File: src/rtl/pc_pkg.sv
// Shared types for the program-counter sequencer: FSM states and next-PC select codes.
package pc_pkg;

    typedef enum logic [1:0] {
        ST_BOOT = 2'd0,
        ST_RUN  = 2'd1,
        ST_HALT = 2'd2
    } pc_state_e;

    typedef enum logic [2:0] {
        SEL_SEQ   = 3'd0,
        SEL_REDIR = 3'd1,
        SEL_MRET  = 3'd2,
        SEL_TRAP  = 3'd3,
        SEL_HOLD  = 3'd4
    } pc_sel_e;

endpackage

File: src/rtl/pc_next_mux.sv
// Priority select of the next fetch address (trap > mret > redirect > sequential > hold)
// plus the alignment check on mret/redirect targets.
module pc_next_mux
    import pc_pkg::*;
#(
    parameter int unsigned     XLEN        = 32,
    parameter int unsigned     ILEN_BYTES  = 4,
    parameter logic [XLEN-1:0] TRAP_VECTOR = XLEN'(32'h0000_0100)
) (
    input  logic            trap,
    input  logic            mret,
    input  logic            redirect,
    input  logic            fetch_ready,
    input  logic [XLEN-1:0] pc,
    input  logic [XLEN-1:0] next_pc,
    input  logic [XLEN-1:0] epc_in,
    input  logic [XLEN-1:0] redirect_pc,
    output pc_sel_e         sel,
    output logic [XLEN-1:0] target,
    output logic            misalign
);

    localparam logic [XLEN-1:0] ALIGN_MASK = XLEN'(ILEN_BYTES - 1);

    always_comb begin
        sel    = SEL_HOLD;
        target = pc;
        if (trap) begin
            sel    = SEL_TRAP;
            target = TRAP_VECTOR;
        end else if (mret) begin
            sel    = SEL_MRET;
            target = epc_in;
        end else if (redirect) begin
            sel    = SEL_REDIR;
            target = redirect_pc;
        end else if (fetch_ready) begin
            sel    = SEL_SEQ;
            target = next_pc;
        end
    end

    // Target is passed through raw; the caller substitutes TRAP_VECTOR and keeps the raw value as bad_addr.
    assign misalign = ((sel == SEL_MRET) || (sel == SEL_REDIR)) && ((target & ALIGN_MASK) != '0);

endmodule

File: src/rtl/pc_sequencer.sv
// Fetch PC register with BOOT/RUN/HALT control, trap/return/redirect handling,
// misalignment trapping and a completed-handshake counter.
module pc_sequencer
    import pc_pkg::*;
#(
    parameter int unsigned     XLEN         = 32,
    parameter logic [XLEN-1:0] RESET_VECTOR = '0,
    parameter logic [XLEN-1:0] TRAP_VECTOR  = XLEN'(32'h0000_0100),
    parameter int unsigned     ILEN_BYTES   = 4,
    parameter int unsigned     CNT_W        = 32
) (
    input  logic             clk,
    input  logic             rst,
    input  logic             halt_req,
    input  logic             resume,
    input  logic             redirect,
    input  logic [XLEN-1:0]  redirect_pc,
    input  logic             trap,
    input  logic             mret,
    input  logic [XLEN-1:0]  epc_in,
    input  logic             fetch_ready,
    output logic [XLEN-1:0]  pc,
    output logic [XLEN-1:0]  next_pc,
    output logic             pc_valid,
    output logic             misalign,
    output logic [XLEN-1:0]  bad_addr,
    output logic             halted,
    output logic [CNT_W-1:0] fetch_cnt
);

    pc_state_e        state_q, state_d;
    logic [XLEN-1:0]  pc_q, pc_d;
    logic             misalign_q, misalign_d;
    logic [XLEN-1:0]  bad_addr_q, bad_addr_d;
    logic [CNT_W-1:0] fetch_cnt_q, fetch_cnt_d;

    pc_sel_e          mux_sel;
    logic [XLEN-1:0]  mux_target;
    logic             mux_misalign;

    assign next_pc = pc_q + XLEN'(ILEN_BYTES);

    pc_next_mux #(
        .XLEN        (XLEN),
        .ILEN_BYTES  (ILEN_BYTES),
        .TRAP_VECTOR (TRAP_VECTOR)
    ) u_next_mux (
        .trap        (trap),
        .mret        (mret),
        .redirect    (redirect),
        .fetch_ready (fetch_ready),
        .pc          (pc_q),
        .next_pc     (next_pc),
        .epc_in      (epc_in),
        .redirect_pc (redirect_pc),
        .sel         (mux_sel),
        .target      (mux_target),
        .misalign    (mux_misalign)
    );

    always_comb begin
        state_d     = state_q;
        pc_d        = pc_q;
        misalign_d  = 1'b0;
        bad_addr_d  = bad_addr_q;
        fetch_cnt_d = fetch_cnt_q;
        unique case (state_q)
            ST_BOOT: state_d = ST_RUN;
            ST_RUN: begin
                pc_d = mux_misalign ? TRAP_VECTOR : mux_target;
                if (mux_misalign) begin
                    misalign_d = 1'b1;
                    bad_addr_d = mux_target;
                end
                // SEL_SEQ is exactly "handshake completed with no override this cycle".
                if (mux_sel == SEL_SEQ) begin
                    fetch_cnt_d = fetch_cnt_q + CNT_W'(1);
                end
                if (halt_req) begin
                    state_d = ST_HALT;
                end
            end
            ST_HALT: begin
                if (trap) begin
                    pc_d    = TRAP_VECTOR;
                    state_d = ST_RUN;
                end else if (resume) begin
                    state_d = ST_RUN;
                end
            end
            default: state_d = ST_BOOT;
        endcase
    end

    always_ff @(posedge clk or negedge rst) begin
        if (!rst) begin
            state_q     <= ST_BOOT;
            pc_q        <= RESET_VECTOR;
            misalign_q  <= 1'b0;
            bad_addr_q  <= '0;
            fetch_cnt_q <= '0;
        end else begin
            state_q     <= state_d;
            pc_q        <= pc_d;
            misalign_q  <= misalign_d;
            bad_addr_q  <= bad_addr_d;
            fetch_cnt_q <= fetch_cnt_d;
        end
    end

    assign pc        = pc_q;
    assign pc_valid  = (state_q == ST_RUN);
    assign halted    = (state_q == ST_HALT);
    assign misalign  = misalign_q;
    assign bad_addr  = bad_addr_q;
    assign fetch_cnt = fetch_cnt_q;

endmodule
File: config.mk
export PLATFORM = sky130hd
export DESIGN_NAME = pc_sequencer
export DESIGN_NICKNAME = d
export VERILOG_FILES = /design/src/rtl/pc_pkg.sv /design/src/rtl/pc_next_mux.sv /design/src/rtl/pc_sequencer.sv
export SDC_FILE = /design/constraint.sdc
export NUM_CORES = 1
export LEC_CHECK = 0
export ABC_AREA = 1
export CAP_MARGIN = 10
export CORE_MARGIN = 2
export CORE_UTILIZATION = 29
export CTS_BUF_LIST = sky130_fd_sc_hd__clkbuf_4 sky130_fd_sc_hd__clkbuf_8
export CTS_CLUSTER_DIAMETER = 60
export DETAILED_ROUTE_END_ITERATION = 10
export GPL_TIMING_DRIVEN = 0
export PLACE_DENSITY_LB_ADDON = 0.3
export REMOVE_ABC_BUFFERS = 1
export SLEW_MARGIN = 5
export SYNTH_ARGS = -nofsm -noshare
export SYNTH_HDL_FRONTEND = slang
export SYNTH_HIERARCHICAL = 1
export SYNTH_SLANG_ARGS = --single-unit
export TNS_END_PERCENT = 10
File: constraint.sdc
create_clock -name clk -period 4.4 [get_ports clk]
set_input_delay 1.1 -clock clk [delete_from_list [all_inputs] [get_ports clk]]
set_output_delay 1.1 -clock clk [all_outputs]
set_load 0.02 [all_outputs]
* Word level (Yosys, flattened, before mapping)
Index checks and enable logic that the tools add are counted.
** Operators by class
- $add $sub $neg :: 2
- Equality and inequality tests :: 7
- Muxes and demuxes :: 17
- Reduce and logical (&&, ||, !) cells :: 10
** Operators by type and width (count)
- $mux 32 :: 6
- $pmux 32 s2 :: 1
- $add 32x1->32 const B :: 1
- $add 32x3->32 const B :: 1
- $reduce_bool 32->1 :: 1
- $mux 3 :: 4
- $reduce_and 2->1 :: 4
- $mux 2 :: 3
- $pmux 2 s3 :: 1
- $ne 2x2->1 const B :: 2
- $eq 3x1->1 const B :: 1
- $eq 3x2->1 const B :: 1
- $logic_not 3->1 :: 1
- $ne 3x3->1 const B :: 1
- $eq 2x1->1 const B :: 1
- $eq 2x2->1 const B :: 1
- $logic_not 2->1 :: 1
- $mux 1 :: 2
- $reduce_bool 2->1 :: 1
- $logic_and 1x1->1 :: 1
- $logic_or 1x1->1 :: 1
** Word-level totals
- Bits in registers :: 99
- Input port bits :: 72
- Output and inout bits :: 131
- Word-level logic and storage cells :: 41

* Longest topological paths before layout
- Word-level depth :: 9
- Mapped depth :: 14
- Mapped depth without buffers :: 13

* By module
Netlist, hierarchy kept.
** Modules (own cells, without submodules)
- pc_sequencer :: instances 1, cells each 629, area an instance 5019.8 um^2, seq. area each 2477.4 um^2
- pc_next_mux :: instances 1, cells each 281, area an instance 1291.2 um^2, seq. area each 0.0 um^2

* Worst setup path after synthesis
Ideal clock, no wire load.
- Path type :: reg2out
- Start :: register pc_q[3] (netlist: pc[3])
- End :: output port next_pc[16]
- Arrival time :: 1748 ps
- Required time :: 3300 ps
- Slack :: 1552 ps
- Stages on the path, launching flop included :: 7
- Buffers on the path :: 0
- Path through :: dfrtp_1 -> ha_1 -> nand3_1 -> nor3_4 -> nand2_1 -> nor2_1 -> xor2_1
** Between the ends
- Cells in the longest elaborated chain, start to end :: 1
** Ends and longest elaborated chain
- start, declared :: RTL line pc_sequencer.sv:32 : logic [XLEN-1:0] pc_q, pc_d;
- start signal, assigned :: RTL line pc_sequencer.sv:104 : pc_q <= pc_d;
- $add 32x3->32 :: RTL line pc_sequencer.sv:41 : assign next_pc = pc_q + XLEN'(ILEN_BYTES);
- end, declared :: RTL line pc_sequencer.sv:23 : output logic [XLEN-1:0] next_pc,
Every way passes these cells.

* Final worst setup path
- Start :: register pc_q[3] (netlist: pc[3])
- End :: output port next_pc[22]
The elaborated chain is that of the path after synthesis.

==> run metrics <==
Nets=approximately 1,200; Root Buffer=clkbuf_8; Max H-tree Level=3; synth top area cells=dfrtp_1, nand2_1, inv_1; share of the synthesized area in the top cell type=39.25%; placed wire-length estimate=about 15,000 um; Data arrival, critical path=~2900 ps; Row Count=53; GRT Util Overall=between 10% and 20%; total routed wirelength=between 20,000 and 25,000 um; Mapped Cells=910; slowest CP cell=clkdlybuf4s50_1; Routed WL per cell=about 15 um; clk buf depth=2; RSZ-0062 raised after global routing=false; commonest non-fill, non-tap cell in the layout=nand2_1; WHS=between 400 and 500 ps; DR vias/cell=between 4 and 5; Placer Congestion=between 0.8 and 0.9; Max-Cap Viols=0; grt total ovfl=0; DRT Pass-1 Iters=4; synthesized area=between 6000 and 7000 um2; Fin. Hold Viols=0; Final Instance Area=about 8700 um2; Power Density=a little under 500 nW/um2; WHS Path Cells=2; post-synthesis sequential area ratio=approximately two fifths; yosys synthesis warning count=6; clock skew after layout=about 15 ps; most frequent cells in the layout=nand2_1, clkdlybuf4s50_1, inv_1; Post-synth ARST share=100.0%; Sink Count=99; CP peak stage delay=between 600 and 700 ps; I/O Buffers=202; number of flops mapped to enable cells by yosys=0; critical-path cell list=ha_1 > nand3_1 > nor3_4 > nand3_1 > inv_1 > nand3_1 > nand2_1 > clkdlybuf4s50_1; status=completed; initial antenna violation count=0; number of global-route vias before repair=6,137; Worst Hold Class=reg2reg; family with the most delay on the worst path=simple AND/OR/NAND/NOR gates; DR vias=roughly 6,400; highest clock rate=about 250 MHz; clk slew on worst S/H paths=roughly 110 ps; Reg2Reg Depth=13; Leak=around 3.8 nW; synthesized flop and latch total=slightly below 100; clock latency on the worst-skew pair=390 ps; Die H=151.5 um; Synth cell types=36; Top cell by count, worst path=nand3_1; Placed Area=8473 um2; CORE AREA=about 21,000 um2; initial DRC count=318; antenna-violating nets left=0; crit end category=primary output; CTS Hold Buffers Added=0; largest net degree at the start of global routing=between 60 and 70; layout cells sized above 1=a little under 5%; Die Wd=between 150 and 200 um; Ports=203; Initial Util=29.74%; critical path type=reg2out; Final Core Density=between 40% and 50%; Die ar.=roughly 23,000 um2; crit path max fanout=5; Avg Inst Size Synth=6.935 um2; post-synth top area cell=dfrtp_1; Worst setup SP type=flop; final setup fails=0; CTS tree=built; worst slack, placed=-386.9 ps; Tot Pwr=0.004319 W; Tmin final=between 3000 and 4000 ps; Crit path depth=8; buffers and inverters on the worst path=2; number of fill cells=approximately 2,300; predominant post-synthesis flop cell=dfrtp_1; clock buffer count from CTS=9; worst path required time=between 3000 and 4000 ps; area grow syn2layout=37.59%; Worst slew margin=32.07%; VDD IR max=about 0.25 mV; drt drc=0; Max Slew Vio Count=0; final setup margin=approximately 430 ps; period utilization=between 90% and 100%; Worst Tran Pin Value=just over 1000 ps; first-pass GRT wire length=33,000 um
==> report_power, final <==
group | switching [W] | internal [W] | leakage (nW)
clock | 0.000353 | 0.000279 | 0.0950
combinational | 0.00129 | 0.000945 | 2.41
sequential | 0.000292 | 0.00116 | 1.33
total | 0.00193 | 0.00239 | 3.83
==> path summary, 6_finish.rpt <==
check	endpoint	slack, ps	startpoint
hold reg to reg	bad_addr[17]$_DFFE_PN0P_	490	bad_addr[17]$_DFFE_PN0P_
hold / removal	bad_addr[17]$_DFFE_PN0P_	490	bad_addr[17]$_DFFE_PN0P_
max in group asynchronous	fetch_cnt[23]$_DFFE_PN0P_	3100	rst
setup reg to reg	bad_addr[20]$_DFFE_PN0P_	1790	pc[3]$_DFFE_PN0P_
min in group asynchronous	bad_addr[6]$_DFFE_PN0P_	620	rst
setup / recovery	next_pc[22]	430	pc[3]$_DFFE_PN0P_
==> cells by family (layout without fill, tap and decap cells) <==
| logic type | after synthesis | in the layout | synth area share, % |
|---|---|---|---|
| DFF | 99 | 99 | 39.25 |
| and+or+nand+nor | 468 | 468 | 31.32 |
| xor gates and xnor gates | 39 | 39 | 5.412 |
| buffers and inverters | 172 | 359 | 11.84 |
| AOI/OAI and AO/OA | 130 | 130 | 11.78 |
| adders and majority gates | 2 | 2 | 0.3964 |
| other | 0 | 1 | 0 |
==> synthesized netlist by cell type (8+ instances only) <==
library cell and count:
a21oi_1 18, a21oi_2 10, buf_6 8, clkbuf_1 13, dfrtp_1 99, inv_1 135, nand2_1 268, nand3_1 34
nand4_1 10, nor2_1 119, nor3_1 18, o21ai_0 57, o21ai_1 8, o22ai_1 26, xnor2_1 10, xor2_1 29
==> metal layers <==
metal / up-vias / part of all wire (%) / global-route usage (%)
met5: - / 0 / 0
met4: 0 / 1.4 / 5.046
met3: 20 / 6.2 / 3.653
met2: 169 / 46 / 29.98
met1: 2961 / 47 / 25.12
li1: 3206 / - / -
==> final cells by class <==
cell class	count	area (um2)	area share (%)
multi-input cells	639	3087	35.55
flip-flops and latches	99	2477	28.53
well taps	275	344.1	3.963
clock buffers	10	137.6	1.585
diodes	1	2.502	0.02882
inverters	141	536.8	6.182
repair buffers	203	2036	23.44
clock inverters	5	62.56	0.7205
==> metrics by stage <==
| stage | std cells | TNS, ps |
|---|---|---|
| floorplan | 879 | 0 |
| global placement | 1356 | -284530 |
| detailed placement | 1357 | -14440 |
| CTS | 1372 | 0 |
| global route | 1372 | 0 |
| finish | 1373 | 0 |
==> repair_timing <==
| action | CTS | global route |
|---|---|---|
| setup buffers | 0 | 0 |
| resized for setup | 0 | 2 |
| setup endpoints to repair | 0 | 63 |
==> worst reg2reg max path: stages (launching register included) <==
cell	delay, ps
dfrtp_1	460
ha_1	260
nand3_1	230
nor3_4	350
nand3_1	210
inv_1	150
nand4_1	90
nand2_1	110
nor2_1	60
nor2_1	110
o21ai_0	90
a21oi_1	150
inv_1	80
o21ai_0	170
==> registers in the layout (all words and copies together), names as in the netlist <==
name	cells
pc	32
state_q	2
fetch_cnt	32
bad_addr	32
misalign	1
Note: power is estimated with default switching activity, not from simulation.
